`src/rtl/coreapb3_resp_mux_wdog_if.sv`:
```
// Master-side APB3 response bundle plus the per-slave inputs and watchdog status.
interface coreapb3_resp_mux_wdog_if #(
  parameter int unsigned NUM_SLAVES = 17,
  parameter int unsigned DATA_WIDTH = 32
);
  localparam int unsigned SW = (NUM_SLAVES > 1) ? $clog2(NUM_SLAVES) : 1;

  logic [NUM_SLAVES-1:0]            PSELS;
  logic                             PENABLE;
  logic [NUM_SLAVES*DATA_WIDTH-1:0] PRDATAS;
  logic [NUM_SLAVES-1:0]            PREADYS;
  logic [NUM_SLAVES-1:0]            PSLVERRS;
  logic                             PREADY;
  logic                             PSLVERR;
  logic [DATA_WIDTH-1:0]            PRDATA;
  logic                             TOUT_PULSE;
  logic [SW-1:0]                    TOUT_SLV;
  logic [7:0]                       TOUT_CNT;

  // The response mux consumes slave-side signals and drives the master-side response.
  modport slave (
    input  PSELS, PENABLE, PRDATAS, PREADYS, PSLVERRS,
    output PREADY, PSLVERR, PRDATA, TOUT_PULSE, TOUT_SLV, TOUT_CNT
  );

  // The environment driving selects and slave responses.
  modport master (
    output PSELS, PENABLE, PRDATAS, PREADYS, PSLVERRS,
    input  PREADY, PSLVERR, PRDATA, TOUT_PULSE, TOUT_SLV, TOUT_CNT
  );
endinterface

```
`src/rtl/coreapb3_resp_mux_wdog.sv`:
```
// APB3 slave-response multiplexer with a wait-state watchdog that terminates hung transfers.
module coreapb3_resp_mux_wdog #(
  parameter int unsigned NUM_SLAVES   = 17,
  parameter int unsigned DATA_WIDTH   = 32,
  parameter int unsigned TIMEOUT      = 16,
  parameter bit          UNMAPPED_ERR = 1'b0
) (
  input  logic                         PCLK,
  input  logic                         PRESET,
  coreapb3_resp_mux_wdog_if.slave      bus
);

  localparam int unsigned SW      = (NUM_SLAVES > 1) ? $clog2(NUM_SLAVES) : 1;
  localparam int unsigned CW      = (TIMEOUT == 0) ? 1 : $clog2(TIMEOUT + 1);
  localparam bit          WDOG_EN = (TIMEOUT != 0);

  typedef enum logic [1:0] {ST_IDLE, ST_ACCESS, ST_TOUT} state_e;

  state_e                state_q, state_d;
  logic [CW-1:0]         cnt_q, cnt_d;
  logic [SW-1:0]         cap_idx_q, cap_idx_d;
  logic [SW-1:0]         tout_slv_q, tout_slv_d;
  logic [7:0]            tout_cnt_q, tout_cnt_d;
  logic                  tout_pulse_q, tout_pulse_d;

  logic [SW-1:0]         sel_idx;
  logic                  sel_none, sel_multi, setup, ready_mux;
  logic                  oh_rdy, oh_err;
  logic [DATA_WIDTH-1:0] oh_data;
  logic [NUM_SLAVES-1:0] psels_m1;
  logic                  pready_c, pslverr_c;
  logic [DATA_WIDTH-1:0] prdata_c;

  // One-hot encode and gather the selected slave's response with constant slices.
  always_comb begin : sel_decode
    sel_idx = '0;
    oh_rdy  = 1'b0;
    oh_err  = 1'b0;
    oh_data = '0;
    for (int i = 0; i < int'(NUM_SLAVES); i++) begin
      if (bus.PSELS[i]) begin
        sel_idx = sel_idx | SW'(i);
        oh_rdy  = oh_rdy | bus.PREADYS[i];
        oh_err  = oh_err | bus.PSLVERRS[i];
        oh_data = oh_data | bus.PRDATAS[i*DATA_WIDTH +: DATA_WIDTH];
      end
    end
  end

  assign psels_m1  = bus.PSELS - NUM_SLAVES'(1);
  assign sel_none  = ~|bus.PSELS;
  assign sel_multi = |(bus.PSELS & psels_m1);
  assign setup     = ~sel_none & ~bus.PENABLE;
  // Ready as seen by the master outside TOUT: bad selects always complete at once.
  assign ready_mux = (sel_none | sel_multi) ? 1'b1 : oh_rdy;

  // State register.
  always_ff @(posedge PCLK or posedge PRESET) begin
    if (PRESET) state_q <= ST_IDLE;
    else        state_q <= state_d;
  end

  // Watchdog counter, captured index and timeout status registers.
  always_ff @(posedge PCLK or posedge PRESET) begin
    if (PRESET) begin
      cnt_q        <= '0;
      cap_idx_q    <= '0;
      tout_slv_q   <= '0;
      tout_cnt_q   <= '0;
      tout_pulse_q <= 1'b0;
    end else begin
      cnt_q        <= cnt_d;
      cap_idx_q    <= cap_idx_d;
      tout_slv_q   <= tout_slv_d;
      tout_cnt_q   <= tout_cnt_d;
      tout_pulse_q <= tout_pulse_d;
    end
  end

  // Next-state: transfer tracking and watchdog expiry; slave ready wins over expiry.
  always_comb begin : next_state
    state_d      = state_q;
    cnt_d        = cnt_q;
    cap_idx_d    = cap_idx_q;
    tout_slv_d   = tout_slv_q;
    tout_cnt_d   = tout_cnt_q;
    tout_pulse_d = (state_q == ST_TOUT);
    unique case (state_q)
      ST_IDLE: begin
        if (setup) begin
          state_d   = ST_ACCESS;
          cnt_d     = '0;
          cap_idx_d = sel_idx;
        end
      end
      ST_ACCESS: begin
        if (sel_none) begin
          state_d = ST_IDLE;
          cnt_d   = '0;
        end else if (ready_mux) begin
          cnt_d = '0;
          if (setup) cap_idx_d = sel_idx;
          else       state_d   = ST_IDLE;
        end else if (WDOG_EN && (cnt_q == CW'(TIMEOUT - 1))) begin
          state_d    = ST_TOUT;
          cnt_d      = '0;
          tout_slv_d = cap_idx_q;
          if (tout_cnt_q != 8'hFF) tout_cnt_d = tout_cnt_q + 8'd1;
        end else if (WDOG_EN) begin
          cnt_d = cnt_q + CW'(1);
        end
      end
      ST_TOUT: state_d = ST_IDLE;
      default: state_d = ST_IDLE;
    endcase
  end

  // Output mux: zero-latency routing, forced error response in TOUT, quiet response in reset.
  always_comb begin : resp_mux
    pready_c  = 1'b1;
    pslverr_c = 1'b0;
    prdata_c  = '0;
    if (PRESET) begin
      pready_c = 1'b1;
    end else if (state_q == ST_TOUT) begin
      pslverr_c = 1'b1;
    end else if (sel_none) begin
      pslverr_c = UNMAPPED_ERR & bus.PENABLE;
    end else if (sel_multi) begin
      pslverr_c = bus.PENABLE;
    end else begin
      pready_c  = oh_rdy;
      pslverr_c = oh_err;
      prdata_c  = oh_data;
    end
  end

  assign bus.PREADY     = pready_c;
  assign bus.PSLVERR    = pslverr_c;
  assign bus.PRDATA     = prdata_c;
  assign bus.TOUT_PULSE = tout_pulse_q;
  assign bus.TOUT_SLV   = tout_slv_q;
  assign bus.TOUT_CNT   = tout_cnt_q;

endmodule
```
`src/flat_wrapper.sv`:
```
// flat-port wrapper written by rule: the top's interface ports become plain ports
module coreapb3_resp_mux_wdog_flat 
#(
  parameter int unsigned NUM_SLAVES   = 17,
  parameter int unsigned DATA_WIDTH   = 32,
  parameter int unsigned TIMEOUT      = 16,
  parameter bit          UNMAPPED_ERR = 1'b0
)
  (PCLK, PRESET, bus_PSELS, bus_PENABLE, bus_PRDATAS, bus_PREADYS, bus_PSLVERRS, bus_PREADY, bus_PSLVERR, bus_PRDATA, bus_TOUT_PULSE, bus_TOUT_SLV, bus_TOUT_CNT);
  coreapb3_resp_mux_wdog_if #(.NUM_SLAVES(NUM_SLAVES), .DATA_WIDTH(DATA_WIDTH)) bus_i ();
  input  logic PCLK;
  input  logic PRESET;
  input wire logic [$bits(bus_i.PSELS)-1:0] bus_PSELS;
  input wire logic [$bits(bus_i.PENABLE)-1:0] bus_PENABLE;
  input wire logic [$bits(bus_i.PRDATAS)-1:0] bus_PRDATAS;
  input wire logic [$bits(bus_i.PREADYS)-1:0] bus_PREADYS;
  input wire logic [$bits(bus_i.PSLVERRS)-1:0] bus_PSLVERRS;
  output wire logic [$bits(bus_i.PREADY)-1:0] bus_PREADY;
  output wire logic [$bits(bus_i.PSLVERR)-1:0] bus_PSLVERR;
  output wire logic [$bits(bus_i.PRDATA)-1:0] bus_PRDATA;
  output wire logic [$bits(bus_i.TOUT_PULSE)-1:0] bus_TOUT_PULSE;
  output wire logic [$bits(bus_i.TOUT_SLV)-1:0] bus_TOUT_SLV;
  output wire logic [$bits(bus_i.TOUT_CNT)-1:0] bus_TOUT_CNT;
  assign bus_i.PSELS = bus_PSELS;
  assign bus_i.PENABLE = bus_PENABLE;
  assign bus_i.PRDATAS = bus_PRDATAS;
  assign bus_i.PREADYS = bus_PREADYS;
  assign bus_i.PSLVERRS = bus_PSLVERRS;
  assign bus_PREADY = bus_i.PREADY;
  assign bus_PSLVERR = bus_i.PSLVERR;
  assign bus_PRDATA = bus_i.PRDATA;
  assign bus_TOUT_PULSE = bus_i.TOUT_PULSE;
  assign bus_TOUT_SLV = bus_i.TOUT_SLV;
  assign bus_TOUT_CNT = bus_i.TOUT_CNT;
  coreapb3_resp_mux_wdog #(.NUM_SLAVES(NUM_SLAVES), .DATA_WIDTH(DATA_WIDTH), .TIMEOUT(TIMEOUT), .UNMAPPED_ERR(UNMAPPED_ERR)) u_core (.PCLK(PCLK), .PRESET(PRESET), .bus(bus_i));
endmodule
```
`config.mk`:
```
export PLATFORM = sky130hd
export DESIGN_NAME = coreapb3_resp_mux_wdog_flat
export DESIGN_NICKNAME = d
export VERILOG_FILES = /design/src/rtl/coreapb3_resp_mux_wdog_if.sv /design/src/rtl/coreapb3_resp_mux_wdog.sv /design/src/flat_wrapper.sv
export SDC_FILE = /design/constraint.sdc
export NUM_CORES = 1
export LEC_CHECK = 0
export CAP_MARGIN = 25
export CORE_AREA = 2 2 251 253
export DETAILED_ROUTE_END_ITERATION = 8
export DIE_AREA = 0 0 253 255
export PLACE_DENSITY = 0.42
export SETUP_SLACK_MARGIN = 0.5
export SYNTH_ARGS = -nofsm -noshare
export SYNTH_HDL_FRONTEND = slang
export SYNTH_SLANG_ARGS = --single-unit
```
`constraint.sdc`:
```
create_clock -name PCLK -period 3.4 [get_ports PCLK]
set_input_delay 0.34 -clock PCLK [delete_from_list [all_inputs] [get_ports PCLK]]
set_output_delay 0.34 -clock PCLK [all_outputs]
set_load 0.02 [all_outputs]
```
* Word level (Yosys, flattened, before mapping) *
Cells that the tools add are included.
Widths: inputs -> output; s select.

storage, ports and cells
  output and inout port bits = 48
  word-level logic and storage cells = 176
  bits in latches = 0
  memories kept = 0
  memory bits (writable) = 0
  input bits = 598
  memory bits (read-only) = 0
  flip-flop bits (word level) = 26

operators by class
  divide/modulo/power cells = 0
  add/sub/neg operators = 3
  reduce and logical (&&, ||, !) cells = 10
  shift operators = 0
  equality and inequality tests = 9
  multiply operators = 0
  bitwise logic cells = 53
  $lt $le $gt $ge = 0
  multiplexer cells = 95

operators with widths
  cell                   number
  $mux 32                21
  $or 32x32->32          16
  $mux 1                 44
  $mux 5                 8
  $reduce_or 17->1       2
  $or 1x1->1             33
  $mux 4                 8
  $pmux 5 s2             2
  $and 17x17->17         1
  $sub 17x1->17 const B  1
  $mux 2                 7
  $mux 3                 4
  $add 8x1->8 const B    1
  $ne 8x8->1 const B     1
  $ne 2x1->1 const B     3
  $reduce_and 3->1       2
  $add 5x1->5 const B    1
  $eq 5x4->1 const B     1
  $reduce_and 5->1       1
  $ne 4x3->1 const B     1
  $ne 4x4->1 const B     1
  $pmux 2 s2             1
  $reduce_and 4->1       1
  $eq 2x1->1 const B     1
  7 further kinds        8

* Logic depth before layout (Yosys ltp) *
Gate-level depths: netlist (run 1).

  word-level depth = 37
  mapped depth = 9

* Worst setup path after synthesis (run 1) *
No wires, ideal clock.

  kind = input port to output port
  start point = input bus_PSELS[0]
  end point = output bus_PRDATA[10]
  stages = 9
  required time = 3.060 ns
  setup slack = 0.408 ns
  buffers on the path = 3
  data arrival time = 2.652 ns
  cell sequence = buf_6 -> or4_4 -> a2111oi_2 -> or3_1 -> nand4_4 -> or4_1 -> buf_2 -> buf_6 -> a21oi_2

between the ends
  cells in the longest elaborated chain, start to end = 37
  elaborated cells between the ends (all ways) = 41
  those cells by class = add/sub: 1; mux: 21; bitwise: 17; reduce/logical: 2

ends and longest elaborated chain
  element            RTL line                       RTL
  start, declared    flat_wrapper.sv:13             input wire logic [$bits(bus_i.PSELS)-1:0] bus_PSELS;
  $mux 32            coreapb3_resp_mux_wdog.sv:41   if (bus.PSELS[i]) begin
  $or 32x32->32      coreapb3_resp_mux_wdog.sv:45   oh_data = oh_data | bus.PRDATAS[i*DATA_WIDTH +: DATA_WIDTH];
  $mux 32            coreapb3_resp_mux_wdog.sv:41
  $or 32x32->32      coreapb3_resp_mux_wdog.sv:45
  $mux 32            coreapb3_resp_mux_wdog.sv:41
  $or 32x32->32      coreapb3_resp_mux_wdog.sv:45
  $mux 32            coreapb3_resp_mux_wdog.sv:41
  $or 32x32->32      coreapb3_resp_mux_wdog.sv:45
  [... 21 more ...]  n/a
  $or 32x32->32      coreapb3_resp_mux_wdog.sv:45
  $mux 32            coreapb3_resp_mux_wdog.sv:41
  $or 32x32->32      coreapb3_resp_mux_wdog.sv:45
  $mux 32            coreapb3_resp_mux_wdog.sv:41
  $mux 32            coreapb3_resp_mux_wdog.sv:129  end else if (sel_multi) begin
  $mux 32 (*)        coreapb3_resp_mux_wdog.sv:127  end else if (sel_none) begin
  $mux 32 (*)        coreapb3_resp_mux_wdog.sv:125  end else if (state_q == ST_TOUT) begin
  $mux 32 (*)        coreapb3_resp_mux_wdog.sv:123  if (PRESET) begin
  end, declared      flat_wrapper.sv:20             output wire logic [$bits(bus_i.PRDATA)-1:0] bus_PRDATA;

Every way passes the cells marked *; elsewhere a longest branch is shown, timed or not.

* Worst setup path in the final report (run 1) *
  start point = input bus_PSELS[2]
  end point = output bus_PRDATA[8]

between the ends
  cells in the longest elaborated chain, start to end = 33
  elaborated cells between the ends (all ways) = 37
  those cells by class = add/sub: 1; mux: 19; bitwise: 15; reduce/logical: 2

ends and longest elaborated chain
  element            RTL line
  $mux 32            coreapb3_resp_mux_wdog.sv:41
  $or 32x32->32      coreapb3_resp_mux_wdog.sv:45
  $mux 32            coreapb3_resp_mux_wdog.sv:41
  $or 32x32->32      coreapb3_resp_mux_wdog.sv:45
  $mux 32            coreapb3_resp_mux_wdog.sv:41
  $or 32x32->32      coreapb3_resp_mux_wdog.sv:45
  $mux 32            coreapb3_resp_mux_wdog.sv:41
  $or 32x32->32      coreapb3_resp_mux_wdog.sv:45
  [... 17 more ...]  n/a
  $or 32x32->32      coreapb3_resp_mux_wdog.sv:45
  $mux 32            coreapb3_resp_mux_wdog.sv:41
  $or 32x32->32      coreapb3_resp_mux_wdog.sv:45
  $mux 32            coreapb3_resp_mux_wdog.sv:41
  $mux 32            coreapb3_resp_mux_wdog.sv:129
  $mux 32 (*)        coreapb3_resp_mux_wdog.sv:127
  $mux 32 (*)        coreapb3_resp_mux_wdog.sv:125
  $mux 32 (*)        coreapb3_resp_mux_wdog.sv:123

Marked as above.

==> results of run 1 <==
[final timing paths]
kind                                               end  slack, ns
worst max-delay path                     bus_PRDATA[8]       0.21
worst min register to register       u_core.state_q[1]       0.50
max in group asynchronous       u_core.bus.TOUT_CNT[0]       2.36
worst min-delay path                 u_core.state_q[1]       0.50
min in group asynchronous       u_core.bus.TOUT_SLV[3]       0.60
worst max register to register  u_core.bus.TOUT_CNT[4]       0.91
[critical path: cells and delay by family]
kind | cells | cell delay [ns]
buf+inv | 5 | 0.68
compound gates | 2 | 0.45
simple gates | 4 | 1.38
[Yosys cell counts, drive strengths merged (2+ instances only)]
| library cell | n | share of area [%] |
|---|---|---|
| a2111oi | 2 | 0.51 |
| inv | 4 | 0.32 |
| nor3 | 5 | 0.53 |
| a22oi | 228 | 37 |
| nor4 | 14 | 2.0 |
| o31ai | 3 | 0.48 |
| nand3 | 39 | 4.2 |
| nand4 | 36 | 5.1 |
| a221oi | 5 | 0.93 |
| buf | 27 | 2.8 |
| xor2 | 6 | 1.1 |
| or3 | 7 | 0.93 |
| or4b | 2 | 0.43 |
| dfrtp | 26 | 14 |
| clkbuf | 48 | 3.8 |
| a21oi | 35 | 6.1 |
| a222oi | 34 | 7.3 |
| nand2 | 13 | 1.0 |
| o21ai | 7 | 0.75 |
| nand2b | 2 | 0.27 |
| or4 | 3 | 0.56 |
| a22o | 5 | 0.93 |
| a211oi | 4 | 0.64 |
| nor4b | 2 | 0.69 |
| nor2 | 38 | 3.0 |
| ha | 2 | 0.53 |
| mux2 | 11 | 2.6 |
[per-stage QoR]
stage	cells	setup TNS [ns]	worst slack, ns	area (µm²)	utilization [%]
finish	2121	0	0.208	13300	21.5
global route	2115	0	0.115	13300	21.5
CTS	2098	0	0.183	13200	21.3
detailed placement	2085	-2.45	-0.277	12900	20.7
global placement	2084	-2.28	-0.268	12900	20.7
floorplan	619	0	0.527	4950	-
[registers in the layout (all words and copies together) (netlist names)]
signal	flops
u_core.bus.TOUT_CNT	8
u_core.bus.TOUT_PULSE	1
u_core.bus.TOUT_SLV	5
u_core.cap_idx_q	5
u_core.cnt_q	5
u_core.state_q	2
[logic make-up (layout without fill, tap and decap cells)]
kind of cell,Yosys count,count (layout)
flip-flops,26,26
buffers and inverters,79,762
AO/OA/AOI/OAI,327,327
adder cells (fa/ha/maj),3,3
other,0,20
multiplexers,11,11
AND/OR/NAND/NOR,166,166
XOR/XNOR,7,7
[placed cells by master, fill, tap and decap left out, drive strengths merged, types with 2 or more instances in the layout]
master	instances
a2111oi	2
a211oi	4
a21oi	35
a221oi	5
a222oi	34
a22o	5
a22oi	228
buf	159
clkbuf	5
clkdlybuf4s50	594
dfrtp	26
diode	20
ha	2
inv	4
mux2	11
nand2	13
nand2b	2
nand3	39
nand4	36
nor2	38
nor3	5
nor4	14
nor4b	2
o21ai	7
o31ai	3
or3	7
or4	3
or4b	2
xor2	6
[layout make-up]
type	instances	share of cell area, %
repair buffers	754	56.3
multi-input cells	514	30.2
well taps	799	7.49
flip-flops and latches	26	4.87
clock buffers	4	0.665
diodes	20	0.375
inverters	4	0.112
[repair_timing]
item / 4_1_cts / 5_1_grt
gates resized for setup: 98 / 20
setup endpoints to repair: 34 / 35
gates cloned: 1 / 0
pin swaps: 3 / 1
buffers inserted: 8 / 3
[layer usage]
layer | up-vias | routed length, µm | global-route usage (%)
li1 | 4047 | - | -
met2 | 552 | 32000 | 32.8
met4 | 20 | 1870 | 6.00
met3 | 79 | 5640 | 5.03
met1 | 4509 | 26600 | 23.1
met5 | - | 122 | 0
[report_power, final]
part | internal (mW) | total [mW] | switching [mW]
Clock | 0.180 | 0.286 | 0.106
Combinational | 0.818 | 1.41 | 0.594
Sequential | 0.311 | 0.313 | 0.00146
Total | 1.31 | 2.01 | 0.701
==> results.json, run 1 <==
{
  "synth_fa_ha_area_share_pct": 0.747,
  "outcome": "finished clean",
  "total_power_mw": 2.01,
  "drv_cap": 0,
  "finClkSkew_ns": 0.00313,
  "ctsHoldBuffers": 0,
  "core_area_um2": 62200,
  "post-route-period-util_pct": 93.9,
  "async_flop_share_pct": 100,
  "syn_area_um2": 4690,
  "grt_pass1_wl_um": 83500,
  "hold_class": "flop to flop",
  "vias": 9207,
  "cts_sinks": 26,
  "io_pins": 646,
  "slowest_delay_ns": 0.56,
  "period_needed_ns": 3.19,
  "drt-wirelength-per-cell_um": 31.2,
  "crit_fanout": 5,
  "worst_path_most_repeated_cell": "buf_8",
  "hold_viol_final": 0,
  "crit_type": "input port to output pin",
  "cts_root_buffer": "clkbuf_16",
  "worstHoldStart": "u_core.cnt_q[4]",
  "numCtsBuffers": 3,
  "yosysWarnings": 0,
  "ir_worst_vdd_mv": 0.223,
  "drt-initial-drc-count": 819,
  "die_w_um": 253,
  "synth_compound_area_share_pct": 54.9,
  "clk_path_buf_depth": 2,
  "ys_ff_latch": 26,
  "reg2reg_from": "u_core.cnt_q[0]",
  "yosys.cell_types.count": 47,
  "portBuffers": 645,
  "final_antenna_net_count": 0,
  "num-nets-final": 1903,
  "syn_nets": 1219,
  "multi_input_area_um2": 4040,
  "gp_congestion": 0.870,
  "critPathSlowestCell": "or4_4",
  "worstPathRequired_ns": 3.06,
  "worstSetupStartpointType": "input port",
  "synth_xor_area_share_pct": 1.31,
  "setup.worst_path.start": "bus_PSELS[2]",
  "cts_tree": "done",
  "worst_slew_margin_rel_pct": 27.9,
  "area_delta_synth_final_pct": 185,
  "clk-insertion-delay-late_ns": 0.26,
  "leakage_nw": 4.80,
  "die-area_um2": 64500,
  "synth_top_flop_cell": "dfrtp_1",
  "arrival_ns": 2.85,
  "worst_pin_slew_ns": 1.08,
  "die_h_um": 255,
  "crit_chain": "buf_8, or4_4, a2111oi_4, or3_4, nand4_4, or4_4, buf_8, buf_12, buf_8, a21oi_4, buf_12",
  "dr.pass1.iters": 6,
  "clkTransAtPathRegs_ns": 0.07,
  "slew_viol_final": 0,
  "synth_seq_area_share_pct": 13.9,
  "via_per_inst": 4.34,
  "setup_viol": 0,
  "min_path_cells": 1,
  "synth_mux_area_share_pct": 2.64,
  "reg2reg_depth": 7,
  "initial_core_util_pct": 7.54,
  "rsz0062_at_grt": "true",
  "synth_edf_count": 0,
  "grt_use_total_pct": 19.0,
  "syn-mean-instance-area_um2": 7.57,
  "grt_max_degree": 33,
  "drc": 0,
  "pwr_density_cell_nw_per_um2": 151,
  "synthCells": 619,
  "layout-drive-gt1-share_pct": 17.3,
  "regArea_um2": 651,
  "final.fill_count": 6876,
  "hpwl_um": 56500,
  "antenna_found_initial": 34,
  "crit_path_end_kind": "output pin",
  "htree_levels": 1,
  "routed_wl_um": 66200,
  "hold-worst-slack_ns": 0.498,
  "yosys.area_share.simple_pct": 19.6,
  "grt-ovfl-total": 0,
  "synth_top_family_by_area": "compound AO/OA/AOI/OAI gates",
  "placement_rows": 92,
  "first_global_vias": 9423,
  "fmaxAchievable_ghz": 0.313
}
Power figures use the tool's default switching activity.
==> run 2: changes to the inputs <==
clock period = 3.17 ns   (was 3.4 ns; I/O delays follow)
==> run 2 against run 1 <==
- clock skew decreased by 0.0024 ns
- combinational power is 8% higher
- via count increased by 1.3%
- global-route usage fell by 0.21 points
- setup slack worse by 0.11 ns
- die area unchanged
- cell count about the same
- count of clock-buffer cells in the layout unchanged
- utilization fell by 0.16 points
- critical path depth fell by 1
==> results.json, run 2 (synthesized netlist as in run 1, its figures left out) <==
{
  "initial_core_util_pct": 7.54,
  "rsz0062_at_grt": "true",
  "final_common_cell": "clkdlybuf4s50_1",
  "drc": 0,
  "total_power_mw": 2.16,
  "core_area_um2": 62200,
  "via_per_inst": 4.40,
  "final_core_util_pct": 21.3,
  "path_delay_family": "simple AND/OR/NAND/NOR gates",
  "final_cells": 2120,
  "crit_path_end_kind": "output pin",
  "stdcell_area_um2": 13300,
  "crit_fanout": 10,
  "portBuffers": 645,
  "postPlaceCellArea_um2": 12900,
  "cts_root_buffer": "clkbuf_16",
  "outcome": "finished clean",
  "setup_viol": 0,
  "clk_path_buf_depth": 2,
  "drt-initial-drc-count": 885,
  "grt-ovfl-total": 0,
  "worstPathRequired_ns": 2.85,
  "final_antenna_net_count": 0,
  "post-route-period-util_pct": 97.0,
  "drt-wirelength-per-cell_um": 31.1,
  "hpwl_um": 55300,
  "routed_wl_um": 65900,
  "antenna_found_initial": 37,
  "fmaxAchievable_ghz": 0.325,
  "grt_use_total_pct": 18.8,
  "die_h_um": 255,
  "final_cell_mix": "594 x clkdlybuf4s50_1, 228 x a22oi_1, 110 x buf_4",
  "gp_congestion": 0.862,
  "final.fill_count": 6891,
  "hold-worst-slack_ns": 0.459,
  "ir_worst_vdd_mv": 0.261,
  "clkTransAtPathRegs_ns": 0.06,
  "die-area_um2": 64500,
  "first_global_vias": 9554,
  "multi_input_area_um2": 4020,
  "cts_sinks": 26,
  "grt_pass1_wl_um": 82400,
  "dr.pass1.iters": 7,
  "htree_levels": 1,
  "area_delta_synth_final_pct": 183,
  "layout-drive-gt1-share_pct": 17.3,
  "critPathSlowestCell": "or4_4",
  "pwr_density_cell_nw_per_um2": 163,
  "dp_cells": 2088,
  "numCtsBuffers": 3,
  "cts_tree": "done",
  "grt_max_degree": 35,
  "critical_path_buf_inv_count": 4,
  "io_pins": 646,
  "num-nets-final": 1904,
  "period_needed_ns": 3.07,
  "slowest_delay_ns": 0.59,
  "leakage_nw": 4.76,
  "vias": 9331,
  "largest_register_ffs": 8,
  "slew_viol_final": 0,
  "finClkSkew_ns": 0.000761,
  "placement_rows": 92,
  "drv_cap": 0,
  "crit_type": "input port to output pin",
  "worst_slew_margin_rel_pct": 25.1,
  "crit_chain": "buf_6, or4_4, a2111oi_4, or3_4, nand4_4, or4_4, buf_12, buf_4, a21oi_4, buf_12",
  "die_w_um": 253,
  "arrival_ns": 2.76,
  "worst_pin_slew_ns": 1.12,
  "hold_viol_final": 0,
  "regArea_um2": 651,
  "hold_class": "input port to flop",
  "worstSetupStartpointType": "input port",
  "clk-insertion-delay-late_ns": 0.26
}
-- run 2: cell types whose count changed in the layout (fill, tap and decap cells not counted), sizes merged --
cell	previous run	this run
clkbuf	5	4
diode	20	18
buf	159	161
-- run 2: area by class of cell --
cell class                      instances  share of cell area, %
Timing Repair Buffer                  755                   56.1
Multi-Input combinational cell        514                   30.3
Tap cell                              799                   7.54
Sequential cell                        26                   4.91
Clock buffer                            4                  0.670
Antenna cell                           18                  0.340
Inverter                                4                  0.113
-- run 2: where the power goes --
group | switching, mW | internal (mW) | leakage, nW
logic | 0.639 | 0.881 | 4.37
clock network | 0.112 | 0.193 | 0.0443
registers | 0.00170 | 0.334 | 0.338
-- run 2: routing by layer --
| layer | global-route usage [%] | vias to the layer above | share of wire (%) |
|---|---|---|---|
| li1 | - | 4046 | - |
| met1 | 22.9 | 4561 | 40 |
| met2 | 31.7 | 616 | 47 |
| met3 | 4.27 | 96 | 8.5 |
| met4 | 8.37 | 12 | 4.2 |
| met5 | 0 | - | 0.12 |
-- run 2: tightest hold or removal path: stages --
cell and delay, ns:
buf_2 0.10, nor4_2 0.06, nand2_1 0.07, mux2_2 0.14
-- run 2: repair_timing --
item | in CTS | in global routing
endpoints found under the setup margin | 35 | 49
hold buffers | 0 | 0
pin swaps | 2 | 1
buffers inserted | 8 | 2
resized for setup | 65 | 17
-- run 2: path summary, 6_finish.rpt --
path,start,end,slack [ns],cells after the start
worst min-delay path,bus_PSELS[8],u_core.cap_idx_q[3],0.46,4
max in group asynchronous,PRESET,u_core.bus.TOUT_CNT[4],2.19,3
worst max-delay path,bus_PSELS[3],bus_PRDATA[16],0.1,10
min in group asynchronous,PRESET,u_core.cap_idx_q[3],0.52,2
worst min register to register,u_core.cnt_q[4],u_core.state_q[1],0.50,1
worst max register to register,u_core.cnt_q[0],u_core.bus.TOUT_CNT[4],0.81,7
-- run 2: metrics by stage --
step / setup WS, ns / TNS, ns
2_1_floorplan: 0.352 / 0
3_3_place_gp: -0.297 / -3.69
3_5_place_dp: -0.301 / -3.63
4_1_cts: 0.0401 / 0
5_1_grt: 0.00726 / 0
6_report: 0.0952 / 0
